## src/rtl/kernel_result_writer_if.sv

```systemverilog
// kernel_result_writer_if: result handshake, frame RAM write port and status of the writeback stage
interface kernel_result_writer_if #(
    parameter int AW = 12,
    parameter int IW = 20,
    parameter int DW = 13
);
    logic          start;
    logic          in_valid;
    logic [IW-1:0] in_data;
    logic          in_ready;
    logic [AW-1:0] pix_index;
    logic          wr_en;
    logic [AW-1:0] wr_addr;
    logic [DW-1:0] wr_data;
    logic          busy;
    logic          frame_done;
    logic [AW:0]   sat_count;

    modport master (
        output start, in_valid, in_data,
        input  in_ready, pix_index, wr_en, wr_addr, wr_data, busy, frame_done, sat_count
    );

    modport slave (
        input  start, in_valid, in_data,
        output in_ready, pix_index, wr_en, wr_addr, wr_data, busy, frame_done, sat_count
    );
endinterface

```

## src/rtl/kernel_result_writer.sv

```systemverilog
// kernel_result_writer: rescales, clamps and writes one NxN frame of filter results in raster order
module kernel_result_writer #(
    parameter int N     = 64,
    parameter int AW    = 12,
    parameter int IW    = 20,
    parameter int DW    = 13,
    parameter int SHIFT = 0,
    parameter int MAXV  = 255
) (
    input logic clk,
    input logic rst,
    kernel_result_writer_if.slave bus
);
    typedef enum logic [1:0] {IDLE, RUN, DONE} state_t;

    localparam logic [AW-1:0]        LAST  = AW'(N * N - 1);
    localparam logic [AW:0]          FRAME = (AW + 1)'(N * N);
    localparam logic signed [IW:0]   MAXS  = (IW + 1)'(MAXV);
    localparam logic [DW-1:0]        MAXD  = DW'(MAXV);

    state_t            state_q;
    logic              in_ready_q, wr_en_q, busy_q, done_q;
    logic [AW-1:0]     pix_q, wr_addr_q;
    logic [DW-1:0]     wr_data_q;
    logic [AW:0]       sat_q;
    logic signed [IW:0] scaled_d;
    logic              clamp_d, accept_d;
    logic [DW-1:0]     val_d;

    // sign-extend one bit so the shift and both clamp compares stay exact
    always_comb begin
        scaled_d = $signed({bus.in_data[IW-1], bus.in_data}) >>> SHIFT;
        clamp_d  = (scaled_d < 0) || (scaled_d > MAXS);
        val_d    = (scaled_d < 0) ? '0 : (scaled_d > MAXS) ? MAXD : scaled_d[DW-1:0];
        accept_d = bus.in_valid & in_ready_q;
    end

    // frame sequencer with all outputs registered
    always_ff @(posedge clk or posedge rst) begin
        if (rst) begin
            state_q    <= IDLE;
            in_ready_q <= 1'b0;
            pix_q      <= '0;
            wr_en_q    <= 1'b0;
            wr_addr_q  <= '0;
            wr_data_q  <= '0;
            busy_q     <= 1'b0;
            done_q     <= 1'b0;
            sat_q      <= '0;
        end else begin
            case (state_q)
                IDLE: begin
                    wr_en_q <= 1'b0;
                    done_q  <= 1'b0;
                    if (bus.start) begin
                        state_q    <= RUN;
                        in_ready_q <= 1'b1;
                        busy_q     <= 1'b1;
                        pix_q      <= '0;
                        sat_q      <= '0;
                    end
                end
                RUN: begin
                    wr_en_q <= accept_d;
                    if (accept_d) begin
                        wr_addr_q <= pix_q;
                        wr_data_q <= val_d;
                        if (clamp_d && sat_q != FRAME)
                            sat_q <= sat_q + 1'b1;
                        if (pix_q == LAST) begin
                            state_q    <= DONE;
                            pix_q      <= '0;
                            in_ready_q <= 1'b0;
                            done_q     <= 1'b1;
                        end else begin
                            pix_q <= pix_q + 1'b1;
                        end
                    end
                end
                default: begin
                    state_q <= IDLE;
                    wr_en_q <= 1'b0;
                    done_q  <= 1'b0;
                    busy_q  <= 1'b0;
                end
            endcase
        end
    end

    assign bus.in_ready   = in_ready_q;
    assign bus.pix_index  = pix_q;
    assign bus.wr_en      = wr_en_q;
    assign bus.wr_addr    = wr_addr_q;
    assign bus.wr_data    = wr_data_q;
    assign bus.busy       = busy_q;
    assign bus.frame_done = done_q;
    assign bus.sat_count  = sat_q;
endmodule

```

## src/flat_wrapper.sv

```systemverilog
// flat-port wrapper written by rule: the top's interface ports become plain ports
module kernel_result_writer_flat 
#(
    parameter int N     = 64,
    parameter int AW    = 12,
    parameter int IW    = 20,
    parameter int DW    = 13,
    parameter int SHIFT = 0,
    parameter int MAXV  = 255
)
  (clk, rst, bus_start, bus_in_valid, bus_in_data, bus_in_ready, bus_pix_index, bus_wr_en, bus_wr_addr, bus_wr_data, bus_busy, bus_frame_done, bus_sat_count);
  kernel_result_writer_if #(.AW(AW), .IW(IW), .DW(DW)) bus_i ();
  input logic clk;
  input logic rst;
  input wire logic [$bits(bus_i.start)-1:0] bus_start;
  input wire logic [$bits(bus_i.in_valid)-1:0] bus_in_valid;
  input wire logic [$bits(bus_i.in_data)-1:0] bus_in_data;
  output wire logic [$bits(bus_i.in_ready)-1:0] bus_in_ready;
  output wire logic [$bits(bus_i.pix_index)-1:0] bus_pix_index;
  output wire logic [$bits(bus_i.wr_en)-1:0] bus_wr_en;
  output wire logic [$bits(bus_i.wr_addr)-1:0] bus_wr_addr;
  output wire logic [$bits(bus_i.wr_data)-1:0] bus_wr_data;
  output wire logic [$bits(bus_i.busy)-1:0] bus_busy;
  output wire logic [$bits(bus_i.frame_done)-1:0] bus_frame_done;
  output wire logic [$bits(bus_i.sat_count)-1:0] bus_sat_count;
  assign bus_i.start = bus_start;
  assign bus_i.in_valid = bus_in_valid;
  assign bus_i.in_data = bus_in_data;
  assign bus_in_ready = bus_i.in_ready;
  assign bus_pix_index = bus_i.pix_index;
  assign bus_wr_en = bus_i.wr_en;
  assign bus_wr_addr = bus_i.wr_addr;
  assign bus_wr_data = bus_i.wr_data;
  assign bus_busy = bus_i.busy;
  assign bus_frame_done = bus_i.frame_done;
  assign bus_sat_count = bus_i.sat_count;
  kernel_result_writer #(.N(N), .AW(AW), .IW(IW), .DW(DW), .SHIFT(SHIFT), .MAXV(MAXV)) u_core (.clk(clk), .rst(rst), .bus(bus_i));
endmodule
```

## config.mk

```make
export PLATFORM = sky130hd
export DESIGN_NAME = kernel_result_writer_flat
export DESIGN_NICKNAME = d
export VERILOG_FILES = /design/src/rtl/kernel_result_writer_if.sv /design/src/rtl/kernel_result_writer.sv /design/src/flat_wrapper.sv
export SDC_FILE = /design/constraint.sdc
export NUM_CORES = 1
export LEC_CHECK = 0
export ABC_AREA = 1
export CAP_MARGIN = 5
export CORE_AREA = 10 10 92 94
export DETAILED_ROUTE_END_ITERATION = 6
export DIE_AREA = 0 0 102 104
export HOLD_SLACK_MARGIN = 0.15
export PLACE_DENSITY = 0.75
export SYNTH_ARGS = -nofsm -noshare
export SYNTH_HDL_FRONTEND = slang
export SYNTH_SLANG_ARGS = --single-unit
```

## constraint.sdc

```tcl
create_clock -name clk -period 1.8 [get_ports clk]
set_input_delay 0.45 -clock clk [delete_from_list [all_inputs] [get_ports clk]]
set_output_delay 0.45 -clock clk [all_outputs]
set_load 0.03 [all_outputs]
```

==> flow_metrics.py, run 1 <==
metrics = {
    "synth": {
        "netlist_top_cells_area": "dfrtp_1 49%, nand2_1 15%, nor2_1 7.4%, o21ai_0 4.4%, inv_1 4.3%",
        "yosys.area.top_type": "dfrtp_1",
        "synthArstFlopShare": 1.00,
        "syn_nets": 393,
        "yosysTopAreaCellShare": 0.492,
        "synth_seq_cells": 56,
        "synth_edf_count": 0,
        "syn_inst": 366,
        "synth_cell_types": 31,
        "synth_ff_type": "dfrtp_1",
        "syn_area_um2": 2850,
        "synthTopCellsByCount": "115 x nand2_1, 56 x dfrtp_1, 56 x nor2_1",
        "yosys_warnings": 0,
        "synthMostInstantiatedCell": "nand2_1",
        "synth_area_per_cell_um2": 7.78,
        "yosysSeqAreaShare": 0.492,
    },
    "routing": {
        "antenna_left": 0,
        "wire_per_inst_um": 13.7,
        "dr.pass1.iters": 4,
        "drt_first_iter_violations": 150,
        "wl_mm": 7.49,
        "vias_per_cell": 4.88,
        "drc": 0,
        "num_vias": 2664,
    },
    "place": {
        "place_congestion": 0.867,
        "dpl.hpwl_mm": 5.80,
        "numPortBuffers": 77,
        "dp_slack_ns": -0.0741,
    },
    "timing": {
        "clock.fmax_ghz": 0.602,
        "fin_ws_ns": 0.140,
        "min_period_ns": 1.66,
        "rsz0062_at_grt": "no",
        "setup_tns_ns": 0,
        "slew_viol_final": 0,
        "min_period_over_period": 0.922,
        "relSlewSlack": 0.783,
        "hold_viol_final": 0,
        "tightestPinTransition_ns": 0.325,
        "fin_worst_skew_ns": 0.0134,
        "whs_ns": 0.488,
        "setup_viol": 0,
    },
    "critical_path": {
        "critical_path_class": "reg -> out",
        "start_kind": "register",
        "slowest_delay_ns": 0.46,
        "cp.arrival_ns": 1.21,
        "crit_chain": "dlygate4sd2_1",
        "cpLargestDelayFamily": "flip-flops",
        "endpoint_kind": "primary output",
        "cp.buffers_inverters": 1,
        "crit_slowest_cell": "dfrtp_1",
        "critPathMaxFanout": 6,
        "cp.required_ns": 1.35,
    },
    "clock_tree": {
        "cts-root-buf": "clkbuf_8",
        "cts_tree": "done",
        "cts_made_buffers": 5,
        "insertion_delay_ns": 0.32,
        "post_cts.repair.setup_buffers": 0,
        "h-tree-depth": 2,
        "clock-sinks": 56,
        "cts_buffer_depth": 2,
        "ctsHoldBuffers": 0,
        "clk_pin_slew_ns": 0.11,
    },
    "final_layout": {
        "fin_nets": 492,
        "diodes": 0,
        "syn2layout_area_growth_pct": 36.8,
        "layout-drive-gt1-share": 0.107,
        "final_util": 0.584,
    },
    "floorplan": {
        "dieHeight_um": 104,
        "rows": 30,
        "floorplan.die_area_um2": 10600,
        "start_util": 0.426,
        "coreArea_um2": 6680,
        "die_x_um": 102,
        "ios": 78,
    },
    "hold_path": {
        "hold_class": "reg -> reg",
    },
    "power_and_ir_drop": {
        "power_leakage_nw": 2.12,
        "clockPowerShare": 0.353,
        "p_int_mw": 1.60,
        "power_frac_comb": 0.044,
        "ir_drop_uv": 444,
        "p_sw_frac": 0.234,
        "power.switching_mw": 0.487,
        "seqPwrFrac": 0.603,
        "p_per_area_nw_per_um2": 535,
    },
    "grt": {
        "antenna_found_initial": 0,
        "grt_pass1_vias": 2584,
        "grt_use_total": 0.143,
        "grt_max_degree": 57,
        "grt_overflow": 0,
        "grt_pass1_wl_mm": 12.6,
    },
    "run_status": {
        "status": "completed",
    },
    "job": {
        "cap_viol_max_count": 0,
    },
}
-- state kept, by name (all words and copies together), names as in the netlist --
signal,flops
u_core.state_q,2
u_core.bus.frame_done,1
u_core.bus.pix_index,12
u_core.bus.wr_en,1
u_core.bus.busy,1
u_core.bus.wr_data,13
u_core.bus.sat_count,13
u_core.bus.wr_addr,12
u_core.bus.in_ready,1
-- path summary, 6_finish.rpt --
kind                       slack [ns]  cells past startpoint                             endpoint                            startpoint
max                              0.14                      1                    bus_sat_count[11]  u_core.bus.sat_count[11]$_DFFE_PP0P_
min                              0.49                      2          u_core.bus.busy$_DFFE_PP0P_           u_core.bus.busy$_DFFE_PP0P_
max reg2reg                      0.19                      8  u_core.bus.pix_index[9]$_DFFE_PP0P_   u_core.bus.pix_index[1]$_DFFE_PP0P_
min reg2reg                      0.49                      2          u_core.bus.busy$_DFFE_PP0P_           u_core.bus.busy$_DFFE_PP0P_
max in group asynchronous        1.00                      3  u_core.bus.sat_count[0]$_DFFE_PP0P_                                   rst
min in group asynchronous        0.55                      3  u_core.bus.pix_index[5]$_DFFE_PP0P_                                   rst
-- what timing repair did --
| item | in CTS | in global routing |
|---|---|---|
| cloned | 0 | 0 |
| gates resized for setup | 53 | 3 |
| setup endpoints to repair | 53 | 10 |
-- cell type report --
cell class | count | area [um2]
clock buffer | 5 | 68.8
clock inverter | 3 | 27.5
fill | 647 | 2780
inverter | 38 | 146
multi-input combinational | 265 | 1270
sequential | 56 | 1400
tap | 80 | 100
timing repair buffer | 99 | 885
-- cells in the final DEF, fill, tap and decap left out, types with 2 or more instances in the layout --
cell type / synthesis / routed
o21ai_0: 25 / 25
a21oi_1: 2 / 2
dlygate4sd2_1: 0 / 53
or2_1: 2 / 2
nand3_1: 17 / 17
nor2_1: 56 / 56
nand2_1: 115 / 115
buf_4: 0 / 21
ha_1: 3 / 3
clkdlybuf4s50_1: 0 / 23
nand2_2: 4 / 4
o21ai_1: 2 / 2
nor3_1: 4 / 4
inv_1: 33 / 32
dfrtp_1: 56 / 55
clkbuf_8: 0 / 5
nand2_4: 2 / 2
nand4_1: 12 / 12
inv_2: 4 / 4
xor2_1: 7 / 7
nand3_2: 3 / 3
nor2_2: 2 / 2
clkinvlp_4: 0 / 2
-- power groups by stage --
| stage | clock network [mW] | logic (mW) | registers (mW) |
|---|---|---|---|
| after floorplan | 0 | 0.0251 | 1.28 |
| after detailed placement | 0 | 0.0935 | 1.28 |
| final | 0.735 | 0.0913 | 1.26 |
| after global routing | 0.813 | 0.102 | 1.26 |
| after CTS | 0.757 | 0.0942 | 1.26 |
| after global placement | 0 | 0.0929 | 1.28 |
-- stage by stage --
stage / power (mW) / cells / instance area, um2
2_1_floorplan: 1.31 / 366 / 2850
6_report: 2.08 / 546 / 3900
3_3_place_gp: 1.37 / 538 / 3860
4_1_cts: 2.11 / 546 / 3890
3_5_place_dp: 1.38 / 538 / 3860
5_1_grt: 2.17 / 546 / 3900
-- kinds of logic after synthesis --
| family | Yosys count | synth area share |
|---|---|---|
| XOR/XNOR | 8 | 0.0246 |
| AO/OA/AOI/OAI | 33 | 0.0624 |
| buffers and inverters | 45 | 0.0654 |
| AND/OR/NAND/NOR | 221 | 0.343 |
| adder cells (fa/ha/maj) | 3 | 0.0132 |
| flip-flops | 56 | 0.492 |
-- layer usage --
layer  track usage  routed length (um)  vias up
li1              -                   -     1352
met1         0.183                3320     1228
met2         0.223                3510       75
met3        0.0465                 564        9
met4        0.0444                  98        0
met5             0                   0        -
(Power assumes the default switching activity.)
==> run 2: changes to the inputs <==
Settings changed: REMOVE_ABC_BUFFERS from default to 1.
==> run 2 against run 1 <==
Compared with the run above:
- hold slack got worse by 0.0055 ns
- non-clock buffer count grew 4
- sequential power hardly changed
- critical path depth stayed put
- highest routed layer unchanged
- die area unchanged
- cell count rose by 0.73%
- first-iteration DRC count is 43% lower
- clock power grew 18%
- core utilization up 0.84 points
- sequential cell count stayed put
- global-route usage is 0.28 points lower
- largest power group unchanged
- register-to-register slack about the same
==> flow_metrics.py, run 2 (synthesis results as in run 1) <==
metrics = {
    "clock_tree": {
        "insertion_delay_ns": 0.31,
        "cts_made_buffers": 5,
        "ctsHoldBuffers": 0,
        "h-tree-depth": 2,
        "post_cts.repair.setup_buffers": 0,
        "clk_pin_slew_ns": 0.09,
        "cts_buffer_depth": 2,
        "cts_tree": "done",
        "cts-root-buf": "clkbuf_8",
        "clock-sinks": 56,
    },
    "timing": {
        "fin_worst_skew_ns": 0.0124,
        "setup_tns_ns": 0,
        "clock.fmax_ghz": 0.574,
        "hold_viol_final": 0,
        "slew_viol_final": 0,
        "whs_ns": 0.482,
        "rsz0062_at_grt": "no",
        "min_period_ns": 1.74,
        "setup_viol": 0,
        "relSlewSlack": 0.767,
        "min_period_over_period": 0.969,
        "tightestPinTransition_ns": 0.351,
    },
    "critical_path": {
        "slowest_delay_ns": 0.66,
        "endpoint_kind": "primary output",
        "cp.required_ns": 1.35,
        "cp.buffers_inverters": 1,
        "cp.arrival_ns": 1.29,
        "start_kind": "register",
        "critical_path_class": "reg -> out",
        "crit_chain": "clkdlybuf4s50_1",
        "cpLargestDelayFamily": "buffers and inverters",
        "critPathMaxFanout": 1,
        "crit_slowest_cell": "clkdlybuf4s50_1",
        "regToRegSetupSlack_ns": 0.20,
    },
    "floorplan": {
        "dieHeight_um": 104,
        "die_x_um": 102,
        "start_util": 0.426,
        "coreArea_um2": 6680,
        "ios": 78,
        "floorplan.die_area_um2": 10600,
        "rows": 30,
    },
    "hold_path": {
        "hold_class": "reg -> reg",
    },
    "job": {
        "cap_viol_max_count": 0,
    },
    "final_layout": {
        "syn2layout_area_growth_pct": 38.8,
        "fin_area_um2": 3960,
        "fin_nets": 496,
        "layout_common_cells": "115 x nand2_1, 56 x nor2_1, 56 x dfrtp_1, 52 x dlygate4sd2_1, 32 x inv_1",
        "fillers": 649,
        "layout_commonest_cell": "nand2_1",
        "stdcell_count": 550,
        "diodes": 0,
        "layout-drive-gt1-share": 0.113,
    },
    "routing": {
        "wl_mm": 7.40,
        "drc": 0,
        "dr.pass1.iters": 5,
        "vias_per_cell": 4.90,
        "num_vias": 2697,
        "wire_per_inst_um": 13.5,
        "drt_first_iter_violations": 86,
        "antenna_left": 0,
    },
    "place": {
        "post_dp_cell_area_um2": 3900,
        "numPortBuffers": 77,
        "placed_cells": 542,
        "dpl.hpwl_mm": 5.72,
        "place_congestion": 0.865,
    },
    "run_status": {
        "status": "completed",
    },
    "power_and_ir_drop": {
        "p_total_mw": 2.21,
        "ir_drop_uv": 348,
        "p_per_area_nw_per_um2": 559,
        "power_leakage_nw": 2.16,
    },
    "grt": {
        "antenna_found_initial": 0,
        "grt_overflow": 0,
        "grt_pass1_wl_mm": 12.3,
        "grt_use_total": 0.140,
        "grt_pass1_vias": 2613,
        "grt_max_degree": 57,
    },
}
## run 2: layer usage
layer / up-vias / track usage / wire length [um]
li1: 1359 / - / -
met1: 1278 / 0.165 / 3160
met2: 54 / 0.242 / 3750
met3: 6 / 0.0392 / 424
met4: 0 / 0.0373 / 63
met5: - / 0 / 0
## run 2: power breakdown
| part | total (mW) | leakage [nW] | internal [mW] | switching (mW) |
|---|---|---|---|---|
| registers | 1.26 | 0.699 | 1.26 | 0 |
| clock network | 0.865 | 0.0614 | 0.456 | 0.409 |
| logic | 0.0904 | 1.40 | 0.0528 | 0.0376 |
## run 2: stage by stage
stage	util	setup WS, ns
after floorplan	-	-0.0213
after global placement	0.583	-0.0101
after detailed placement	0.583	-0.0448
after CTS	0.592	0.00508
after global routing	0.592	0.00963
final	0.592	0.0565
## run 2: path summary, 6_finish.rpt
kind / startpoint / to / cells after the start
max reg2reg: u_core.bus.pix_index[0]$_DFFE_PP0P_ / u_core.bus.frame_done$_DFFE_PP0P_ / 8
max in group asynchronous: rst / u_core.bus.sat_count[8]$_DFFE_PP0P_ / 3
min: u_core.bus.wr_data[1]$_DFFE_PP0P_ / u_core.bus.wr_data[1]$_DFFE_PP0P_ / 2
max: u_core.bus.wr_en$_DFF_PP0_ / bus_wr_en / 1
min in group asynchronous: rst / u_core.bus.wr_data[9]$_DFFE_PP0P_ / 3
min reg2reg: u_core.bus.wr_data[1]$_DFFE_PP0P_ / u_core.bus.wr_data[1]$_DFFE_PP0P_ / 2
## run 2: layout make-up
| class | count | area [um2] | share of cell area |
|---|---|---|---|
| Clock buffer | 6 | 82.6 | 0.0209 |
| Tap cell | 80 | 100 | 0.0253 |
| Inverter | 38 | 143 | 0.0361 |
| Multi-Input combinational cell | 265 | 1260 | 0.319 |
| Clock inverter | 2 | 38.8 | 0.00981 |
| Timing Repair Buffer | 103 | 928 | 0.235 |
| Sequential cell | 56 | 1400 | 0.354 |
## run 2: what timing repair did
action | CTS | global route
pin swaps | 0 | 0
gates resized for setup | 52 | 1
setup endpoints to repair | 52 | 1
==> run 3: changes to the inputs <==
Settings changed: CTS_CLUSTER_DIAMETER from default to 100, SETUP_SLACK_MARGIN from default to 0.02, SKIP_LAST_GASP from default to 1.
==> run 3 against run 2 <==
Compared with the run above:
- clock power about the same
- critical path depth unchanged
- die area unchanged
- critical path type unchanged
- core utilization about the same
- sequential power about the same
- count of clock-buffer cells in the layout unchanged
- total power about the same
- global-route usage about the same
- register-to-register slack about the same
- cell count unchanged
- largest cell class unchanged
- via count about the same
- combinational power about the same
==> flow_metrics.py, run 3 (synthesis results as in run 1) <==
metrics = {
    "job": {
        "cap_viol_max_count": 0,
    },
    "clock_tree": {
        "clock-sinks": 56,
        "cts-root-buf": "clkbuf_8",
        "cts_made_buffers": 5,
        "cts_buffer_depth": 2,
        "h-tree-depth": 2,
        "post_cts.repair.setup_buffers": 0,
        "clk_pin_slew_ns": 0.09,
        "insertion_delay_ns": 0.31,
        "cts_tree": "done",
    },
    "power_and_ir_drop": {
        "p_per_area_nw_per_um2": 560,
        "ir_drop_uv": 348,
        "power_leakage_nw": 2.17,
    },
    "floorplan": {
        "ios": 78,
        "floorplan.die_area_um2": 10600,
        "die_x_um": 102,
        "coreArea_um2": 6680,
        "rows": 30,
        "start_util": 0.426,
        "dieHeight_um": 104,
    },
    "critical_path": {
        "start_kind": "register",
        "slowest_delay_ns": 0.48,
        "cp.arrival_ns": 1.22,
        "cp.required_ns": 1.35,
        "critPathMaxFanout": 6,
        "cp.buffers_inverters": 1,
        "crit_chain": "dlygate4sd2_1",
        "cpLargestDelayFamily": "flip-flops",
        "critical_path_class": "reg -> out",
        "crit_slowest_cell": "dfrtp_1",
        "endpoint_kind": "primary output",
    },
    "routing": {
        "wl_mm": 7.40,
        "dr.pass1.iters": 4,
        "wire_per_inst_um": 13.4,
        "vias_per_cell": 4.91,
        "num_vias": 2699,
        "drt_first_iter_violations": 84,
        "antenna_left": 0,
        "drc": 0,
    },
    "hold_path": {
        "hold_class": "reg -> reg",
    },
    "final_layout": {
        "diodes": 0,
        "layout-drive-gt1-share": 0.113,
        "fin_area_um2": 3950,
        "stdcell_count": 550,
        "layout_common_cells": "115 x nand2_1, 56 x nor2_1, 56 x dfrtp_1, 53 x dlygate4sd2_1, 32 x inv_1",
        "syn2layout_area_growth_pct": 38.8,
        "fin_nets": 496,
        "layout_commonest_cell": "nand2_1",
    },
    "timing": {
        "tightestPinTransition_ns": 0.351,
        "setup_viol": 0,
        "clock.fmax_ghz": 0.599,
        "fin_ws_ns": 0.132,
        "min_period_over_period": 0.927,
        "fin_worst_skew_ns": 0.0124,
        "hold_viol_final": 0,
        "rsz0062_at_grt": "no",
        "min_period_ns": 1.67,
        "relSlewSlack": 0.767,
        "slew_viol_final": 0,
    },
    "place": {
        "placed_cells": 542,
        "place_congestion": 0.865,
        "dpl.hpwl_mm": 5.72,
        "post_dp_cell_area_um2": 3900,
        "dp_slack_ns": -0.0448,
        "numPortBuffers": 77,
    },
    "grt": {
        "top_usage_layer": "met2",
        "grt_max_degree": 57,
        "grt_use_met1": 0.165,
        "grt_use_total": 0.141,
        "antenna_found_initial": 0,
        "grt_overflow": 0,
        "met2_usage": 0.242,
        "grt_pass1_wl_mm": 12.4,
        "grt_pass1_vias": 2613,
        "use_met3": 0.0392,
    },
    "run_status": {
        "status": "completed",
    },
}
-- run 3: cell type report --
class / count / area [um2]
Clock buffer: 6 / 82.6
Multi-Input combinational cell: 265 / 1260
Timing Repair Buffer: 103 / 927
Inverter: 38 / 143
Clock inverter: 2 / 38.8
Fill cell: 648 / 2730
Tap cell: 80 / 100
Sequential cell: 56 / 1400
-- run 3: metrics by stage --
| step | hold WS [ns] | TNS (ns) | util | power (mW) |
|---|---|---|---|---|
| after floorplan | 0.593 | -1.19 | - | 1.31 |
| after global placement | 0.463 | -0.0482 | 0.583 | 1.37 |
| after detailed placement | 0.468 | -0.538 | 0.583 | 1.37 |
| after CTS | 0.486 | 0 | 0.591 | 2.24 |
| after global routing | 0.490 | 0 | 0.592 | 2.30 |
| final | 0.482 | 0 | 0.592 | 2.21 |
-- run 3: path summary, 6_finish.rpt --
check                                                    start                                   to  slack [ns]  depth (start not counted)
max reg2reg                u_core.bus.pix_index[0]$_DFFE_PP0P_    u_core.bus.frame_done$_DFFE_PP0P_        0.20                          8
min reg2reg                  u_core.bus.wr_data[1]$_DFFE_PP0P_    u_core.bus.wr_data[1]$_DFFE_PP0P_        0.48                          2
max in group asynchronous                                  rst  u_core.bus.sat_count[8]$_DFFE_PP0P_        1.04                          3
min in group asynchronous                                  rst    u_core.bus.wr_data[9]$_DFFE_PP0P_        0.50                          3
min                          u_core.bus.wr_data[1]$_DFFE_PP0P_    u_core.bus.wr_data[1]$_DFFE_PP0P_        0.48                          2
max                        u_core.bus.sat_count[8]$_DFFE_PP0P_                     bus_sat_count[8]        0.13                          1
-- run 3: timing repair --
action,in CTS,in global routing
setup endpoints to repair,53,1
pin swaps,0,0
hold buffers,0,0
gates resized for setup,53,1
-- run 3: routing by layer --
layer	part of all wire	wire length, um
met2	0.51	3760
met5	0	0
met1	0.43	3150
met3	0.057	424
met4	0.0085	63
-- run 3: where the power goes --
part / total (mW) / leakage (nW) / switching [mW] / internal, mW
logic: 0.0904 / 1.41 / 0.0376 / 0.0528
clock network: 0.865 / 0.0614 / 0.410 / 0.456
registers: 1.26 / 0.699 / 0 / 1.26
total: 2.21 / 2.17 / 0.447 / 1.77
==> RTL change 1, RTL diff (settings of run 1) <==
`AW` is set to 12 in 3 places; all go to 10.
--- a/src/rtl/kernel_result_writer_if.sv
+++ b/src/rtl/kernel_result_writer_if.sv
@@ -1,5 +1,5 @@
 // kernel_result_writer_if: result handshake, frame RAM write port and status of the writeback stage
 interface kernel_result_writer_if #(
-    parameter int AW = 12,
+    parameter int AW = 10,
     parameter int IW = 20,
     parameter int DW = 13
--- a/src/rtl/kernel_result_writer.sv
+++ b/src/rtl/kernel_result_writer.sv
@@ -2,5 +2,5 @@
 module kernel_result_writer #(
     parameter int N     = 64,
-    parameter int AW    = 12,
+    parameter int AW    = 10,
     parameter int IW    = 20,
     parameter int DW    = 13,
--- a/src/flat_wrapper.sv
+++ b/src/flat_wrapper.sv
@@ -3,5 +3,5 @@
 #(
     parameter int N     = 64,
-    parameter int AW    = 12,
+    parameter int AW    = 10,
     parameter int IW    = 20,
     parameter int DW    = 13,
Ports: changed (resized bus_pix_index, bus_sat_count and bus_wr_addr); port bits go from 78 to 72. No check against the original RTL was run, so the function may have changed too.
==> RTL change 1 against run 1 <==
  * Worst setup slack lost 0.084 ns
  * Area after synthesis shrank 12%
  * Sequential share of layout area shrank 0.98 points
  * Combinational power shrank 2.8%
  * Routed wire length shrank 9.2%
  * Cell count shrank 10%
  * Global-route usage shrank 1.8 points
  * Power shrank 4.4%
  * Sequential cell count shrank 6
  * Design area shrank 8.2%
==> RTL change 1: results (changes against run 1) <==
[sta]
fin_worst_skew_ns=0.00514  ; -0.00825 ns
tightest_slew_ns=0.364  ; +0.0396 ns

[global_route]
grt_start_max_net_pins=51  ; -11%

[logic_synthesis]
synth.avg_cell_area_um2=7.95  ; +2.1%
ranking_of_synthesized_cells_by_area=sky130_fd_sc_hd__dfrtp_1 (50%), sky130_fd_sc_hd__nand2_1 (15%), sky130_fd_sc_hd__nor2_1 (6.7%)
yosys.area_share.adder=0.0149  ; +0.00177
post_synth_xor_area_fraction=0.0279  ; +0.00329

[layout]
signal_buffer_area_fraction=0.249  ; +0.0224
n_multi_input_combinational_cell=223  ; -16%
inverters=37  ; -2.6%
seq_cells=50  ; -11%
post_route_cells_drive_above_1_share=0.109  ; +0.00219
buffers=93  ; -6.1%
num-clock-buffers=7  ; +2

[critical_path]
critPathMaxStageDelay_ns=0.66  ; +0.20 ns
crit_path_top_delay_cell=sky130_fd_sc_hd__clkdlybuf4s50_1
critical_path_arrival_ns=1.29  ; +0.08 ns

[detailed_routing]
drt_first_iter_violations=62  ; -59%
drt-wirelength-per-cell_um=13.9  ; +0.99%
average_via_count_per_standard_cell=4.76  ; -2.4%

[placed_design]
dp.cells=483  ; -10%
hpwl_mm=5.17  ; -11%
place.gp.congestion=0.843  ; -2.8%
preCtsSetupSlack_ns=-0.201  ; -0.127 ns

[pwr]
vdd_drop_max_mv=0.243  ; -45%

[cts]
cts-resized-gates=37  ; -30%

[run_status]
status=finished, final reports clean

## RTL change 1: per-stage QoR
stage	hold WS, ns	instance area (µm²)	utilization
after floorplan	0.593	2510	-
after global placement	0.465	3490	0.523
after detailed placement	0.465	3490	0.523
after CTS	0.485	3550	0.532
after global routing	0.498	3580	0.536
final	0.478	3580	0.536
## RTL change 1: worst paths after layout
| kind | from | endpoint | slack, ns | depth (start not counted) |
|---|---|---|---|---|
| min in group asynchronous | rst | u_core.bus.wr_data[3] | 0.49 | 3 |
| worst max register to register | u_core.bus.sat_count[0] | u_core.bus.sat_count[7] | 0.14 | 10 |
| worst max-delay path | u_core.bus.wr_en | bus_wr_en | 0.06 | 1 |
| max in group asynchronous | rst | u_core.state_q[1] | 1.07 | 3 |
| worst min-delay path | u_core.bus.wr_data[6] | u_core.bus.wr_data[6] | 0.48 | 2 |
| worst min register to register | u_core.bus.wr_data[6] | u_core.bus.wr_data[6] | 0.48 | 2 |
## RTL change 1: kinds of logic (layout without fill, tap and decap cells)
family	count (synthesis)	in the layout
simple gates	186	186
compound gates	26	26
buf+inv	43	138
fa+ha+maj	3	3
flops	50	50
xor+xnor	8	8
## RTL change 1: report_power, final
| group | internal (mW) | switching (mW) | leakage [nW] | total (mW) |
|---|---|---|---|---|
| Clock | 0.416 | 0.364 | 0.0524 | 0.781 |
| Combinational | 0.0536 | 0.0352 | 1.34 | 0.0887 |
| Sequential | 1.12 | 0 | 0.634 | 1.12 |
| Total | 1.59 | 0.399 | 2.03 | 1.99 |
## RTL change 1: layer usage
metal / wire [µm] / vias up / global-route usage
met5: 0 / - / 0
met3: 474 / 6 / 0.0412
li1: - / 1176 / -
met4: 49 / 0 / 0.0323
met1: 3110 / 1091 / 0.156
met2: 3170 / 64 / 0.201
==> RTL change 2, RTL diff (config.mk and constraints of run 1) <==
Made on the original files. Encoding of `state_t`: now one-hot (3 bits for 3 states).
--- a/src/rtl/kernel_result_writer.sv
+++ b/src/rtl/kernel_result_writer.sv
@@ -12,5 +12,5 @@
     kernel_result_writer_if.slave bus
 );
-    typedef enum logic [1:0] {IDLE, RUN, DONE} state_t;
+    typedef enum logic [2:0] {IDLE = 3'b001, RUN = 3'b010, DONE = 3'b100} state_t;
 
     localparam logic [AW-1:0]        LAST  = AW'(N * N - 1);
Formal check against the unedited RTL: same outputs for any inputs over 10 cycles, from zero or initial values and one cycle with rst high; not proved beyond that.
==> RTL change 2 against run 1 <==
  * Worst setup slack worse by 0.073 ns
  * Maximum frequency fell by 4.2%
  * Critical path depth is 1 higher
  * Critical endpoint is now bus_pix_index[0]
  * Worst hold slack lost 0.013 ns
  * Sequential cell count grew 1
  * Global-route usage increased by 2.9 points
  * Clock skew down 0.0040 ns
  * Area after synthesis grew 5.3%
  * Design area increased by 9.2%
  * Routed wire length is 18% higher
Power is not compared: it rests on default switching activity, and its combinational part moved more than twofold at a synthesized area within 25%.
==> RTL change 2: results (changes against run 1) <==
[global_route]
first_pass_grt_wire_length_mm=14.8  ; +18%
grt_antenna_before_repair=0  ; unchanged
first_global_vias=3022  ; +17%
use_met1=0.202  ; +0.0194
global_route.usage.met2=0.280  ; +0.0571
grt_usage=0.172  ; +0.0287
grt_start_max_net_pins=58  ; +1.8%
grt_util_met3=0.0598  ; +0.0133

[pwr]
internal_power_mw=2.89
power.share.sequential=0.342
power.static_leakage_nw=2.27

[detailed_routing]
wl_met1_mm=3.60  ; +8.2%
first_pass_iters=4  ; unchanged
met2WireLength_mm=4.42  ; +26%
drt_first_iter_violations=129  ; -14%
average_via_count_per_standard_cell=5.03  ; +3.2%
routed_wire_length_on_met3_um=703  ; +25%
drt-wirelength-per-cell_um=14.9  ; +8.4%

[cts]
clk_root_buffer_cell=sky130_fd_sc_hd__clkbuf_8
ctsHtreeMaxLevel=3  ; +1
clk_latency_ns=0.35  ; +0.03 ns
clock_path_buffers=2  ; unchanged
cts-buffers-inserted=9  ; +4
cts.reportedPaths.clkPinSlew_ns=0.07  ; -0.04 ns

[placed_design]
hpwl_mm=6.47  ; +12%
io_buffers=77  ; unchanged
place.gp.congestion=0.859  ; -0.93%
place_area_um2=4090  ; +6.1%
dp.cells=578  ; +7.4%
preCtsSetupSlack_ns=-0.213  ; -0.138 ns

[logic_synthesis]
synth.avg_cell_area_um2=7.55  ; -2.9%
synth_cell_type_count=29  ; -6.5%
synth.cells.most_frequent=sky130_fd_sc_hd__nand2_1 (123), sky130_fd_sc_hd__dfrtp_1 (56), sky130_fd_sc_hd__nor2_1 (55)
synth-warning-count=0  ; unchanged
postSynth.topFlopCell=sky130_fd_sc_hd__dfrtp_1
post_synth_net_total=424  ; +7.9%
ys_seq_area_frac=0.476  ; -0.0159
ys_async_sr_fraction=1.00  ; unchanged
ranking_of_synthesized_cells_by_area=sky130_fd_sc_hd__dfrtp_1 (47%), sky130_fd_sc_hd__nand2_1 (15%), sky130_fd_sc_hd__nor2_1 (6.9%)

[sta]
fin_worst_skew_ns=0.00944  ; -0.00396 ns
slew_headroom=0.693  ; -0.0898

[layout]
n_fill_cell=604  ; -6.6%
num-nets-final=539  ; +9.6%
post_route_cells_drive_above_1_share=0.140  ; +0.0322
stdcell_count=596  ; +9.2%

[critical_path]
critical_path_arrival_ns=1.28  ; +0.07 ns
crit_path_max_fanout=4  ; -2

[run_status]
status=finished, final reports clean

[min_path]
min_path_type=reg2reg

RTL change 2: changes by cell type in the layout (fill, tap and decap cells not counted), sizes merged, moves of 3 or more:
cell	run 1	this run
a21oi	2	5
buf	22	37
clkbuf	5	11
inv	37	42
nand2	121	129
nand3	21	28
nand4	12	18
o21ai	27	32
RTL change 2: cell families after synthesis:
group | synth area share
buffers and inverters | 0.0755
XOR/XNOR | 0.0175
AO/OA/AOI/OAI | 0.0680
AND/OR/NAND/NOR | 0.350
flip-flops | 0.476
adder cells (fa/ha/maj) | 0.0125
RTL change 2: critical path, cell delays in order, from the launching register on:
cell and delay [ns]:
sky130_fd_sc_hd__dfrtp_1 0.41, sky130_fd_sc_hd__buf_4 0.13, sky130_fd_sc_hd__dlygate4sd2_1 0.40
RTL change 2: layout make-up:
type	instances	area, µm²	area share
Clock buffer	11	151	0.0356
Tap cell	80	100	0.0235
Sequential cell	57	1430	0.335
Clock inverter	4	52.6	0.0123
Timing Repair Buffer	114	1010	0.236
Multi-Input combinational cell	287	1350	0.317
Inverter	43	168	0.0394
RTL change 2: worst paths after layout:
path | from | end | slack, ns | cells after the start
min in group asynchronous | rst | u_core.bus.wr_data[11] | 0.51 | 3
max in group asynchronous | rst | u_core.state_q[0] | 0.95 | 3
min | u_core.bus.wr_data[0] | u_core.bus.wr_data[0] | 0.47 | 2
max reg2reg | u_core.bus.pix_index[1] | u_core.bus.in_ready | 0.12 | 10
max | u_core.bus.pix_index[0] | bus_pix_index[0] | 0.07 | 2
min reg2reg | u_core.bus.wr_data[0] | u_core.bus.wr_data[0] | 0.47 | 2
RTL change 2: timing repair:
| action | 4_1_cts | 5_1_grt |
|---|---|---|
| endpoints found under the setup margin | 54 | 13 |
| setup buffers | 0 | 3 |
| gates cloned | 0 | 0 |
| gates resized for setup | 54 | 3 |
